[src/rtl/apb_reg_slave.sv]
// rtl/apb_reg_slave.sv - APB completer register block with gated event counter and W1C interrupts
module apb_reg_slave #(
    parameter int ADDR_WIDTH = 32,
    parameter int DATA_WIDTH = 32
) (
    input  logic                  pclk,
    input  logic                  preset,
    input  logic                  psel,
    input  logic                  penable,
    input  logic                  pwrite,
    input  logic [ADDR_WIDTH-1:0] paddr,
    input  logic [DATA_WIDTH-1:0] pwdata,
    output logic [DATA_WIDTH-1:0] prdata,
    output logic                  irq
);

    typedef enum logic [1:0] {
        S_IDLE   = 2'd0,
        S_SETUP  = 2'd1,
        S_ACCESS = 2'd2
    } state_t;

    state_t                r_state;
    state_t                w_state_nxt;
    logic                  w_wr_commit;
    logic                  w_rd_capture;

    logic                  r_en;
    logic [DATA_WIDTH-1:0] r_data;
    logic [31:0]           r_count;
    logic [1:0]            r_intr;
    logic [DATA_WIDTH-1:0] r_cmp;
    logic [1:0]            r_inten;
    logic                  r_irq;
    logic [DATA_WIDTH-1:0] r_prdata;

    logic                  w_hi_nonzero;
    logic [2:0]            w_idx;
    logic                  w_hit;
    logic                  w_we_ctrl;
    logic                  w_we_data;
    logic                  w_we_intr;
    logic                  w_we_cmp;
    logic                  w_we_inten;
    logic                  w_clr;
    logic                  w_wrap_set;
    logic                  w_match_set;
    logic [1:0]            w_w1c_mask;
    logic [DATA_WIDTH-1:0] w_rdata;
    logic                  w_unused_addr;

    // Address decode: word index from [4:2], upper bits must be clear for a hit
    assign w_hi_nonzero  = |paddr[ADDR_WIDTH-1:5];
    assign w_idx         = paddr[4:2];
    assign w_hit         = !w_hi_nonzero && (w_idx != 3'd7);
    assign w_unused_addr = ^paddr[1:0];

    // Protocol state register
    always_ff @(posedge pclk) begin
        if (preset) r_state <= S_IDLE;
        else        r_state <= w_state_nxt;
    end

    // Next-state logic; penable while idle is a protocol error and keeps us idle
    always_comb begin
        w_state_nxt = S_IDLE;
        case (r_state)
            S_IDLE:   w_state_nxt = (psel && !penable) ? S_SETUP : S_IDLE;
            S_SETUP: begin
                if (!psel)        w_state_nxt = S_IDLE;
                else if (penable) w_state_nxt = S_ACCESS;
                else              w_state_nxt = S_SETUP;
            end
            S_ACCESS: w_state_nxt = (psel && !penable) ? S_SETUP : S_IDLE;
            default:  w_state_nxt = S_IDLE;
        endcase
    end

    // Transfer strobes: commit writes leaving SETUP, capture reads entering SETUP
    always_comb begin
        w_wr_commit  = (r_state == S_SETUP) && psel && penable && pwrite;
        w_rd_capture = psel && !penable && !pwrite;
    end

    assign w_we_ctrl  = w_wr_commit && w_hit && (w_idx == 3'd0);
    assign w_we_data  = w_wr_commit && w_hit && (w_idx == 3'd1);
    assign w_we_intr  = w_wr_commit && w_hit && (w_idx == 3'd4);
    assign w_we_cmp   = w_wr_commit && w_hit && (w_idx == 3'd5);
    assign w_we_inten = w_wr_commit && w_hit && (w_idx == 3'd6);

    // Counter events use the pre-edge EN and count; CLR suppresses the increment and any wrap
    assign w_clr       = w_we_ctrl && pwdata[1];
    assign w_wrap_set  = r_en && !w_clr && (r_count == 32'hFFFF_FFFF);
    assign w_match_set = r_en && (r_count == r_cmp[31:0]);
    assign w_w1c_mask  = w_we_intr ? pwdata[1:0] : 2'b00;

    // Software-writable configuration registers
    always_ff @(posedge pclk) begin
        if (preset) begin
            r_en    <= 1'b0;
            r_data  <= '0;
            r_cmp   <= '0;
            r_inten <= 2'b00;
        end else begin
            if (w_we_ctrl)  r_en    <= pwdata[0];
            if (w_we_data)  r_data  <= pwdata;
            if (w_we_cmp)   r_cmp   <= pwdata;
            if (w_we_inten) r_inten <= pwdata[1:0];
        end
    end

    // Event counter: clear beats increment
    always_ff @(posedge pclk) begin
        if (preset)     r_count <= '0;
        else if (w_clr) r_count <= '0;
        else if (r_en)  r_count <= r_count + 32'd1;
    end

    // Interrupt status: hardware set wins over a same-cycle W1C; irq follows one edge later
    always_ff @(posedge pclk) begin
        if (preset) begin
            r_intr <= 2'b00;
            r_irq  <= 1'b0;
        end else begin
            r_intr <= (r_intr & ~w_w1c_mask) | {w_match_set, w_wrap_set};
            r_irq  <= |(r_intr & r_inten);
        end
    end

    // Read data mux over pre-edge register values
    always_comb begin
        w_rdata = '0;
        if (w_hit) begin
            case (w_idx)
                3'd0:    w_rdata = {{(DATA_WIDTH-1){1'b0}}, r_en};
                3'd1:    w_rdata = r_data;
                3'd2:    w_rdata = {{(DATA_WIDTH-2){1'b0}}, r_irq, r_en};
                3'd3:    w_rdata = r_count;
                3'd4:    w_rdata = {{(DATA_WIDTH-2){1'b0}}, r_intr};
                3'd5:    w_rdata = r_cmp;
                3'd6:    w_rdata = {{(DATA_WIDTH-2){1'b0}}, r_inten};
                default: w_rdata = '0;
            endcase
        end
    end

    // Read data register, held until the next capture
    always_ff @(posedge pclk) begin
        if (preset)            r_prdata <= '0;
        else if (w_rd_capture) r_prdata <= w_rdata;
    end

    assign prdata = r_prdata;
    assign irq    = r_irq;

endmodule
[config.mk]
export PLATFORM = sky130hd
export DESIGN_NAME = apb_reg_slave
export DESIGN_NICKNAME = d
export VERILOG_FILES = /design/src/rtl/apb_reg_slave.sv
export SDC_FILE = /design/constraint.sdc
export NUM_CORES = 1
export LEC_CHECK = 0
export BUFFER_PORTS_ARGS = -buffer_cell sky130_fd_sc_hd__buf_2
export CAP_MARGIN = 20
export CORE_UTILIZATION = 57
export CTS_CLUSTER_DIAMETER = 120
export CTS_CLUSTER_SIZE = 8
export DETAILED_ROUTE_END_ITERATION = 10
export PLACE_DENSITY = 0.8
export SYNTH_ARGS = -nofsm -noshare
export SYNTH_HDL_FRONTEND = slang
export SYNTH_SLANG_ARGS = --single-unit
[constraint.sdc]
create_clock -name pclk -period 2.5 [get_ports pclk]
set_input_delay 0.125 -clock pclk [delete_from_list [all_inputs] [get_ports pclk]]
set_output_delay 0.125 -clock pclk [all_outputs]
set_load 0.01 [all_outputs]
### After elaboration in Yosys (flattened, before gate mapping)

Cells that the tools add are included.
W data, S select, Z words.

| storage, ports and cells | value |
|---|---|
| flip-flop bits (word level) | 136 |
| input port bits | 69 |
| output and inout port bits | 33 |
| logic and storage cells | 58 |

| cells by class | value |
|---|---|
| $add $sub $neg | 1 |
| eq/ne operators | 11 |
| multiplexer cells | 7 |
| bitwise logic cells | 4 |
| reductions and logical operators | 26 |

Operator list:

| operator | number |
|---|---|
| $pmux W32 S7 | 1 |
| $add A32 B1 Y32 const B | 1 |
| $eq A32 B32 Y1 | 1 |
| $eq A32 B32 Y1 const B | 1 |
| $mux W32 | 1 |
| $reduce_or A27 Y1 | 1 |
| $logic_and A1 B1 Y1 | 16 |
| $eq A3 B3 Y1 const B | 3 |
| $eq A3 B2 Y1 const B | 2 |
| $mux W2 | 3 |
| $reduce_or A2 Y1 | 3 |
| $and A2 B2 Y2 | 2 |
| $logic_not A1 Y1 | 4 |
| $pmux W2 S2 | 1 |
| $eq A3 B1 Y1 const B | 1 |
| $logic_not A3 Y1 | 1 |
| $ne A3 B3 Y1 const B | 1 |
| $eq A2 B1 Y1 const B | 1 |
| $eq A2 B2 Y1 const B | 1 |
| $logic_not A2 Y1 | 1 |
| $not A2 Y2 | 1 |
| $or A2 B2 Y2 | 1 |
| $mux W1 | 1 |

### Depth between registers and ports, before layout

Gate-level depths: netlist (run 1).

| logic depth | value |
|---|---|
| word-level depth | 11 |
| gate-level depth with buffers | 8 |
| gate-level depth less buffers | 6 |

### Least setup slack after synthesis (run 1)

OpenSTA, ideal clock, no wires.

| path | value |
|---|---|
| path kind | reg2reg |
| start point | reg r_count[0] |
| end point | reg r_intr[0] |
| setup time | 0.058 ns |
| data arrival time | 1.857 ns |
| required time | 2.442 ns |
| slack | 0.586 ns |
| cell stages (with the launch flop) | 7 |
| path buffers | 0 |
| period minus slack after synthesis | 1.914 ns |
| path through | dfxtp_1 > ha_1 > nand4_1 > nor4_4 > nand3_1 > a311oi_1 > o21a_1 |

| between the ends | value |
|---|---|
| longest elaborated chain between the ends | 3 |

Ends and longest elaborated chain:

| item | line | RTL |
|---|---|---|
| from (decl) | 30 | `logic [31:0] r_count;` |
| from (signal assigned) | 116 | `else if (r_en) r_count <= r_count + 32'd1;` |
| $eq A32 B32 Y1 | 93 | `assign w_wrap_set = r_en && !w_clr && (r_count == 32'hFFFF_FFFF);` |
| $logic_and A1 B1 Y1 | 93 |  |
| $or A2 B2 Y2 | 125 | `r_intr <= (r_intr & ~w_w1c_mask) \| {w_match_set, w_wrap_set};` |
| to (signal assigned) | 125 |  |
| to (decl) | 31 | `logic [1:0] r_intr;` |

No other way between the ends.
A chain may end at the register's enable or synchronous reset.

### Final worst setup path (run 1)

| path | value |
|---|---|
| start point | reg r_count[1] |
| end point | reg r_intr[0] |

The elaborated chain is that of the path after synthesis.

==> results of run 1 <==
-- flip-flops by register name, summed over array words and instances, names as in the netlist --
signal	cells
r_count	32
irq	1
r_state	2
r_en	1
r_data	32
r_intr	2
r_cmp	32
r_inten	2
prdata	32
-- power by group through the flow --
stage / sequential (uW) / combinational (uW) / clock [uW]
floorplan: 2220 / 88.7 / 0
global placement: 2220 / 186 / 0
detailed placement: 2220 / 190 / 0
CTS: 2170 / 233 / 2530
global route: 2170 / 250 / 2620
finish: 2170 / 235 / 2510
-- worst max-delay path by stage --
stage,start,to,slack [ns],depth (start not counted)
after CTS,r_count[1],r_intr[0],0.31,6
after floorplan,r_count[0],r_intr[0],0.59,6
after global placement,paddr[7],r_data[6],0.27,7
final,r_count[1],r_intr[0],0.29,6
after detailed placement,paddr[7],r_data[28],0.21,7
after global routing,r_count[1],r_intr[0],0.09,6
-- routing by layer --
metal | track usage | vias to the layer above
met5 | 0 | -
met4 | 0.143 | 0
met3 | 0.0781 | 38
met2 | 0.504 | 193
met1 | 0.348 | 2652
li1 | - | 2647
-- stage by stage --
stage	hold WS (ns)	worst slack, ns	total power [uW]	std cells	area [um^2]
detailed placement	0.332	0.206	2410	900	6920
floorplan	0.208	0.586	2300	692	6360
finish	0.0376	0.287	4910	967	7870
global placement	0.318	0.271	2400	900	6920
CTS	0.0129	0.311	4930	967	7870
global route	0.0509	0.0877	5040	967	7870
-- logic make-up (layout without fill, tap and decap cells) --
family | count (synthesis) | count (layout) | share of synthesized area
xor gates and xnor gates | 62 | 62 | 0.0854
and+or+nand+nor | 255 | 255 | 0.199
muxes | 98 | 98 | 0.155
buffers and inverters | 57 | 192 | 0.0455
AOI/OAI and AO/OA | 83 | 83 | 0.0854
adders and majority gates | 1 | 1 | 0.00197
DFF | 136 | 136 | 0.428
-- critical path, cell delays in order, from the launching register on --
cell and delay [ns]:
dfxtp_1 0.49, ha_1 0.24, nand4_1 0.23, nor4_4 0.54, nand3_1 0.20, a311oi_1 0.32
o21a_1 0.14
-- layout make-up --
class	count	area share
clock buffers	24	0.0611
multi-input cells	499	0.427
repair buffers	153	0.126
well taps	140	0.0223
inverters	7	0.00334
clock inverters	8	0.0150
flip-flops and latches	136	0.346
-- what timing repair did --
| item | in CTS | in global routing |
|---|---|---|
| setup endpoints to repair | 0 | 0 |
| gates resized for setup | 0 | 0 |
| hold buffers | 35 | 0 |
| endpoints found under the hold margin | 70 | 0 |
-- placed cells by master, fill, tap and decap left out, types with 3 or more instances in the layout --
cell           instances
dfxtp_1              136
xnor2_1                9
nor3_1                 3
buf_4                 19
and3_1                 5
and4_1                 5
mux2i_1               97
xor2_1                53
a21oi_1                6
nand3_1               15
a31o_2                 3
nor2_1               132
nor4_4                 4
clkbuf_1               3
nand4_1               15
o21ai_0               32
nor4_2                 7
dlygate4sd3_1         35
inv_1                  7
a22oi_1               32
clkbuf_8               5
nand2_1               48
clkinv_2               4
bufinv_16              3
nor4_1                 8
clkbuf_16             16
buf_2                 99
==> flow_metrics.tcl, run 1 <==
set metrics [dict create \
    yosysMostFrequentCell "dfxtp_1" \
    crit_required_ns 2.97 \
    worstSetupEndpointType "flip-flop" \
    synth_ff_type "dfxtp_1" \
    netlist.area_leader.share 0.428 \
    clock_latency_ns 0.53 \
    synthTopCellsByCount "136 x dfxtp_1, 132 x nor2_1, 97 x mux2i_1, 53 x xor2_1, 48 x nand2_1" \
    slew_headroom 0.564 \
    r2r-end "r_intr[0]" \
    finalMaxSlewViolations 0 \
    vias 5530 \
    maxCapViolations 0 \
    final_util 0.726 \
    switching_share 0.208 \
    cp.arrival_ns 2.68 \
    hold_depth 4 \
    tightest_slew_ns 0.654 \
    hold_path_class "input pin to flip-flop" \
    drc 0 \
    grt_start_max_net_pins 40 \
    status "finished clean" \
    portBuffers 99 \
    fillCellCount 791 \
    clock-sinks 136 \
    hpwl_um 10900 \
    comb_power_share 0.048 \
    powerDensity_nw_per_um2 624 \
    hold_viol_final 0 \
    timing.rr.start "r_count[1]" \
    htreeDepth 4 \
    synth_top_cells_by_area "dfxtp_1 43%, mux2i_1 15%, nor2_1 7.8%" \
    finalCriticalPeriod_ns 2.21 \
    tns_ns 0 \
    rows 38 \
    rsz0062_at_grt "false" \
    final_antenna_net_count 0 \
    dieArea_um2 11600 \
    cts_tree "done" \
    drive_gt1_frac 0.203 \
    hp-start "paddr[3]" \
    drt-pass1-iter-count 5 \
    final.period_utilization 0.885 \
    routed.top_layer "met4" \
    yosys.cell_types.count 48 \
    wl_met3_um 911 \
    antenna_cells 0 \
    worstHoldEndpoint "r_en" \
    rr_worst_depth 6 \
    seq_area_um2 2720 \
    cellLeakagePower_uw 0.00353 \
    wl_um 16400 \
    ys_ff_latch 136 \
    yosys_warnings 0 \
    cts.clk_slew.worst_paths_ns 0.06 \
    wl_per_cell_um 16.9 \
    path_class "flip-flop to flip-flop" \
    crit_fanout 7 \
    internal-power_uw 3890 \
    area_growth_syn_to_layout_pct 23.7 \
    async_reset_ff_frac 0 \
    multi_input_area_um2 3350 \
    via_per_inst 5.72 \
    max-clock-path-buffers 2 \
    power_frac_seq 0.442 \
    place_congestion 0.835 \
    die_w_um 108 \
    grt-ovfl-total 0 \
    synth_top_area_cell "dfxtp_1" \
    avgSynthCellArea_um2 9.19 \
    die_h_um 108 \
    initial_core_util 0.586 \
    ys_seq_area_frac 0.428 \
    setup_viol 0 \
    power.switching_uw 1020 \
    grtUsageTotal 0.298 \
    core_area_um2 10800 \
    syn_inst 692 \
    ir_worst_vdd_mv 0.542 \
    antenna_found_initial 0 \
    wl_met2_um 8040 \
    num_io_pins 102 \
    cp-start-kind "flip-flop" \
    fin_skew_ns 0.00737 \
    synth_edf_count 0 \
    wl_met1_um 6970 \
    power_frac_clock 0.510 \
    cts_setup_buffers 0 \
    syn_nets 762 \
    grt_pass1_vias 5550 \
    synthesis.area_um2 6360 \
    cts_buffers 17 \
    rrSetupSlack_ns 0.29 \
    final_nets 884 \
    drtIter0Drc 339 \
    grt_pass1_wl_um 26600 \
    max_clock_freq_ghz 0.452 \
    cts-root-buf "clkbuf_8" \
]
(Power assumes the default switching activity.)
==> run 2, diff against run 1 <==
--- a/config.mk
+++ b/config.mk
@@ -7,11 +7,11 @@
 export LEC_CHECK = 0
 export BUFFER_PORTS_ARGS = -buffer_cell sky130_fd_sc_hd__buf_2
 export CAP_MARGIN = 20
-export CORE_UTILIZATION = 57
+export CORE_UTILIZATION = 45
 export CTS_CLUSTER_DIAMETER = 120
 export CTS_CLUSTER_SIZE = 8
 export DETAILED_ROUTE_END_ITERATION = 10
-export PLACE_DENSITY = 0.8
+export PLACE_DENSITY = 0.66
 export SYNTH_ARGS = -nofsm -noshare
 export SYNTH_HDL_FRONTEND = slang
 export SYNTH_SLANG_ARGS = --single-unit
==> constraint.sdc (replaced) <==
create_clock -name pclk -period 2.5 [get_ports pclk]
set_input_delay 0.375 -clock pclk [delete_from_list [all_inputs] [get_ports pclk]]
set_output_delay 0.375 -clock pclk [all_outputs]
set_load 0.01 [all_outputs]
==> flow_metrics.tcl, run 2 (synthesis gave the netlist of run 1 again) <==
set metrics [dict create \
    status "finished clean" \
    rrSetupSlack_ns 0.38 \
    place_congestion 0.810 \
    worstHoldEndpoint "r_state[0]" \
    stdcell_count 978 \
    rr_worst_depth 6 \
    final_antenna_net_count 0 \
    cts.clk_slew.worst_paths_ns 0.06 \
    ir_worst_vdd_mv 0.423 \
    dieArea_um2 14600 \
    crit_fanout 7 \
    rows 43 \
    num_io_pins 102 \
    fillCellCount 1229 \
    maxCapViolations 0 \
    hold_depth 2 \
    hpwl_um 11100 \
    hp-start "penable" \
    setup_ws_ns 0.377 \
    final_cell_mix "136 x dfxtp_1, 132 x nor2_1, 99 x buf_2, 97 x mux2i_1, 53 x xor2_1" \
    portBuffers 99 \
    final_nets 856 \
    cts-root-buf "clkbuf_16" \
    drive_gt1_frac 0.222 \
    cts_buffers 17 \
    fin_skew_ns 0.00520 \
    path_class "flip-flop to flip-flop" \
    vias 5243 \
    die_w_um 121 \
    seq_area_um2 2720 \
    hold_path_class "input pin to flip-flop" \
    via_per_inst 5.36 \
    worstSetupEndpointType "flip-flop" \
    timing.rr.start "r_count[1]" \
    grtUsageTotal 0.230 \
    finalCriticalPeriod_ns 2.12 \
    final.period_utilization 0.849 \
    drtIter0Drc 335 \
    antenna_found_initial 0 \
    grt_pass1_wl_um 26100 \
    cts_resized 0 \
    powerDensity_nw_per_um2 678 \
    die_h_um 121 \
    final_common_cell "dfxtp_1" \
    cts_tree "done" \
    cellLeakagePower_uw 0.00346 \
    multi_input_area_um2 3350 \
    r2r-end "r_intr[0]" \
    slew_headroom 0.614 \
    finalMaxSlewViolations 0 \
    grt_pass1_vias 5144 \
    drt-pass1-iter-count 5 \
    wl_per_cell_um 16.2 \
    cp.arrival_ns 2.49 \
    wl_um 15900 \
    grt-ovfl-total 0 \
    tightest_slew_ns 0.573 \
    htreeDepth 4 \
    antenna_cells 0 \
    max-clock-path-buffers 2 \
    core_area_um2 13800 \
    area_growth_syn_to_layout_pct 21.2 \
    cts_hold_buf 0 \
    initial_core_util 0.460 \
    grt_start_max_net_pins 51 \
    crit_required_ns 2.87 \
    dp_slack_ns 0.201 \
    rsz0062_at_grt "false" \
    dp.cells 947 \
    max_clock_freq_ghz 0.471 \
    tns_ns 0 \
    setup_viol 0 \
    clock_latency_ns 0.42 \
    whs_ns 0.143 \
    clock-sinks 136 \
    drc 0 \
    hold_viol_final 0 \
    cts_setup_buffers 0 \
    cp-start-kind "flip-flop" \
]
run 2: power by group:
group	total, uW	leakage (uW)	internal [uW]	switching [uW]
combinational	197	0.00202	69.0	128
clock	2850	0.000338	1950	906
sequential	2170	0.00109	2170	0.290
run 2: worst max path at each step:
| stage | start | end | depth (start not counted) |
|---|---|---|---|
| 2_1_floorplan | paddr[7] | r_data[10] | 7 |
| 3_3_place_gp | paddr[20] | r_data[17] | 7 |
| 3_5_place_dp | paddr[19] | r_data[22] | 7 |
| 4_1_cts | r_count[1] | r_intr[0] | 6 |
| 5_1_grt | r_count[1] | r_intr[0] | 6 |
| 6_report | r_count[1] | r_intr[0] | 6 |
run 2: routing by layer:
metal	vias up	share of wire	GRT usage
met5	-	0	0
met4	0	0.016	0.0795
met3	17	0.038	0.0528
met2	125	0.48	0.376
met1	2516	0.47	0.297
li1	2585	-	-
run 2: area by class of cell:
type | instances | area share
Timing Repair Buffer | 125 | 0.0897
Clock inverter | 7 | 0.0208
Clock buffer | 24 | 0.0677
Multi-Input combinational cell | 499 | 0.436
Tap cell | 180 | 0.0292
Inverter | 7 | 0.00341
Sequential cell | 136 | 0.354
run 2: critical path, stage by stage, from the launching register on:
cell and delay, ns:
dfxtp_1 0.50, ha_1 0.23, nand4_1 0.22, nor4_4 0.46, nand3_1 0.20, a311oi_1 0.32
o21a_1 0.15
run 2: metrics by stage:
| stage | util | cell area, um^2 | power, uW |
|---|---|---|---|
| after floorplan | - | 6360 | 2300 |
| after global placement | 0.508 | 7020 | 2410 |
| after detailed placement | 0.508 | 7020 | 2410 |
| after CTS | 0.557 | 7700 | 5260 |
| after global routing | 0.557 | 7700 | 5380 |
| final | 0.557 | 7700 | 5220 |
==> run 3, diff against run 2 <==
==> constraint.sdc (replaced) <==
create_clock -name pclk -period 2.2 [get_ports pclk]
set_input_delay 0.33 -clock pclk [delete_from_list [all_inputs] [get_ports pclk]]
set_output_delay 0.33 -clock pclk [all_outputs]
set_load 0.01 [all_outputs]
==> flow_metrics.tcl, run 3 (synthesis gave the netlist of run 1 again) <==
set metrics [dict create \
    status "finished clean" \
    portBuffers 99 \
    max_clock_freq_ghz 0.509 \
    via_per_inst 5.42 \
    ir_worst_vdd_mv 0.494 \
    vias 5330 \
    grt-ovfl-total 0 \
    core_area_um2 13800 \
    initial_core_util 0.460 \
    final_cell_mix "136 x dfxtp_1, 132 x nor2_1, 99 x buf_2, 97 x mux2i_1, 53 x xor2_1" \
    die_h_um 121 \
    final_nets 862 \
    internal-power_uw 4080 \
    routed.top_layer "met4" \
    max-clock-path-buffers 2 \
    hpwl_um 11200 \
    cts.clk_slew.worst_paths_ns 0.05 \
    cts_hold_buf 0 \
    htreeDepth 4 \
    final_antenna_net_count 0 \
    antenna_found_initial 0 \
    stdcell_area_um2 7650 \
    crit_fanout 32 \
    antenna_cells 0 \
    place_congestion 0.835 \
    drc 0 \
    cellLeakagePower_uw 0.00343 \
    worstSetupEndpointType "flip-flop" \
    hold_path_class "input pin to flip-flop" \
    num_io_pins 102 \
    final_util 0.553 \
    cts_resized 0 \
    rsz0062_at_grt "false" \
    setup_viol 0 \
    clock_latency_ns 0.42 \
    slew_headroom 0.527 \
    finalCriticalPeriod_ns 1.96 \
    final.period_utilization 0.892 \
    grt_pass1_wl_um 26500 \
    wl_um 16000 \
    path_class "flip-flop to flip-flop" \
    hold_viol_final 0 \
    cts_buffers 17 \
    placed_cell_area_um2 7110 \
    tightest_slew_ns 0.710 \
    fin_skew_ns 0.00635 \
    final_common_cell "dfxtp_1" \
    cts_setup_buffers 0 \
    drive_gt1_frac 0.226 \
    rows 43 \
    finalMaxSlewViolations 0 \
    die_w_um 121 \
    cp.arrival_ns 2.26 \
    powerDensity_nw_per_um2 685 \
    power.switching_uw 1160 \
    power_frac_seq 0.471 \
    drtIter0Drc 425 \
    dieArea_um2 14600 \
    wl_met2_um 7560 \
    tns_ns 0 \
    cts_tree "done" \
    area_growth_syn_to_layout_pct 20.3 \
    cts-root-buf "clkbuf_16" \
    clock-sinks 136 \
    dp.cells 953 \
    grt_pass1_vias 5293 \
    comb_power_share 0.044 \
    grt_start_max_net_pins 48 \
    drt-pass1-iter-count 5 \
    wl_met3_um 805 \
    crit_required_ns 2.50 \
    grtUsageTotal 0.234 \
    power_frac_clock 0.486 \
    maxCapViolations 0 \
    switching_share 0.221 \
    stdcell_count 984 \
    wl_met1_um 7280 \
    wl_per_cell_um 16.3 \
    cp-start-kind "flip-flop" \
]
run 3: changes by cell type in the layout (fill, tap and decap cells not counted):
cell / delta
bufinv_16: -5
clkinv_2: +5
buf_12: +4
clkbuf_8: -3
buf_4: +2
clkinvlp_4: +2
clkbuf_1: +1
run 3: path summary, 6_finish.rpt:
path	start	endpoint	slack, ns	cells after the start
max	r_state[1]	r_data[25]	0.24	6
min	penable	r_state[0]	0.10	2
max reg2reg	r_state[1]	r_data[25]	0.24	6
min reg2reg	r_state[0]	r_state[0]	0.45	1
run 3: critical path: stages (launching register included):
cell	delay, ns
dfxtp_1	0.31
and3b_1	0.22
nand3_1	0.12
or4_2	0.66
buf_12	0.21
mux2i_1	0.21
nor2_1	0.05
run 3: metal layers:
metal,global-route usage,vias up
met5,0,-
met4,0.0957,0
met3,0.0698,24
met2,0.374,132
met1,0.291,2573
li1,-,2601
run 3: layout make-up:
type | count | area [um^2]
Tap cell | 180 | 225
Inverter | 7 | 26.3
Timing Repair Buffer | 131 | 786
Multi-Input combinational cell | 499 | 3350
Clock inverter | 9 | 50.0
Clock buffer | 22 | 484
Fill cell | 1240 | 6180
Sequential cell | 136 | 2720
run 3: power groups by stage:
stage	Combinational [uW]	Clock [uW]	Sequential, uW
final	228	2540	2470
after global routing	245	2720	2460
after CTS	229	2600	2460
after detailed placement	228	0	2520
after global placement	222	0	2520
after floorplan	101	0	2520
run 3: stage by stage:
step           power (uW)  worst slack, ns  hold slack [ns]
5_1_grt              5430            0.165           0.0998
6_report             5240            0.237            0.101
3_3_place_gp         2740           0.0119            0.426
3_5_place_dp         2750          -0.0222            0.444
4_1_cts              5290            0.267           0.0907
2_1_floorplan        2620            0.227            0.413
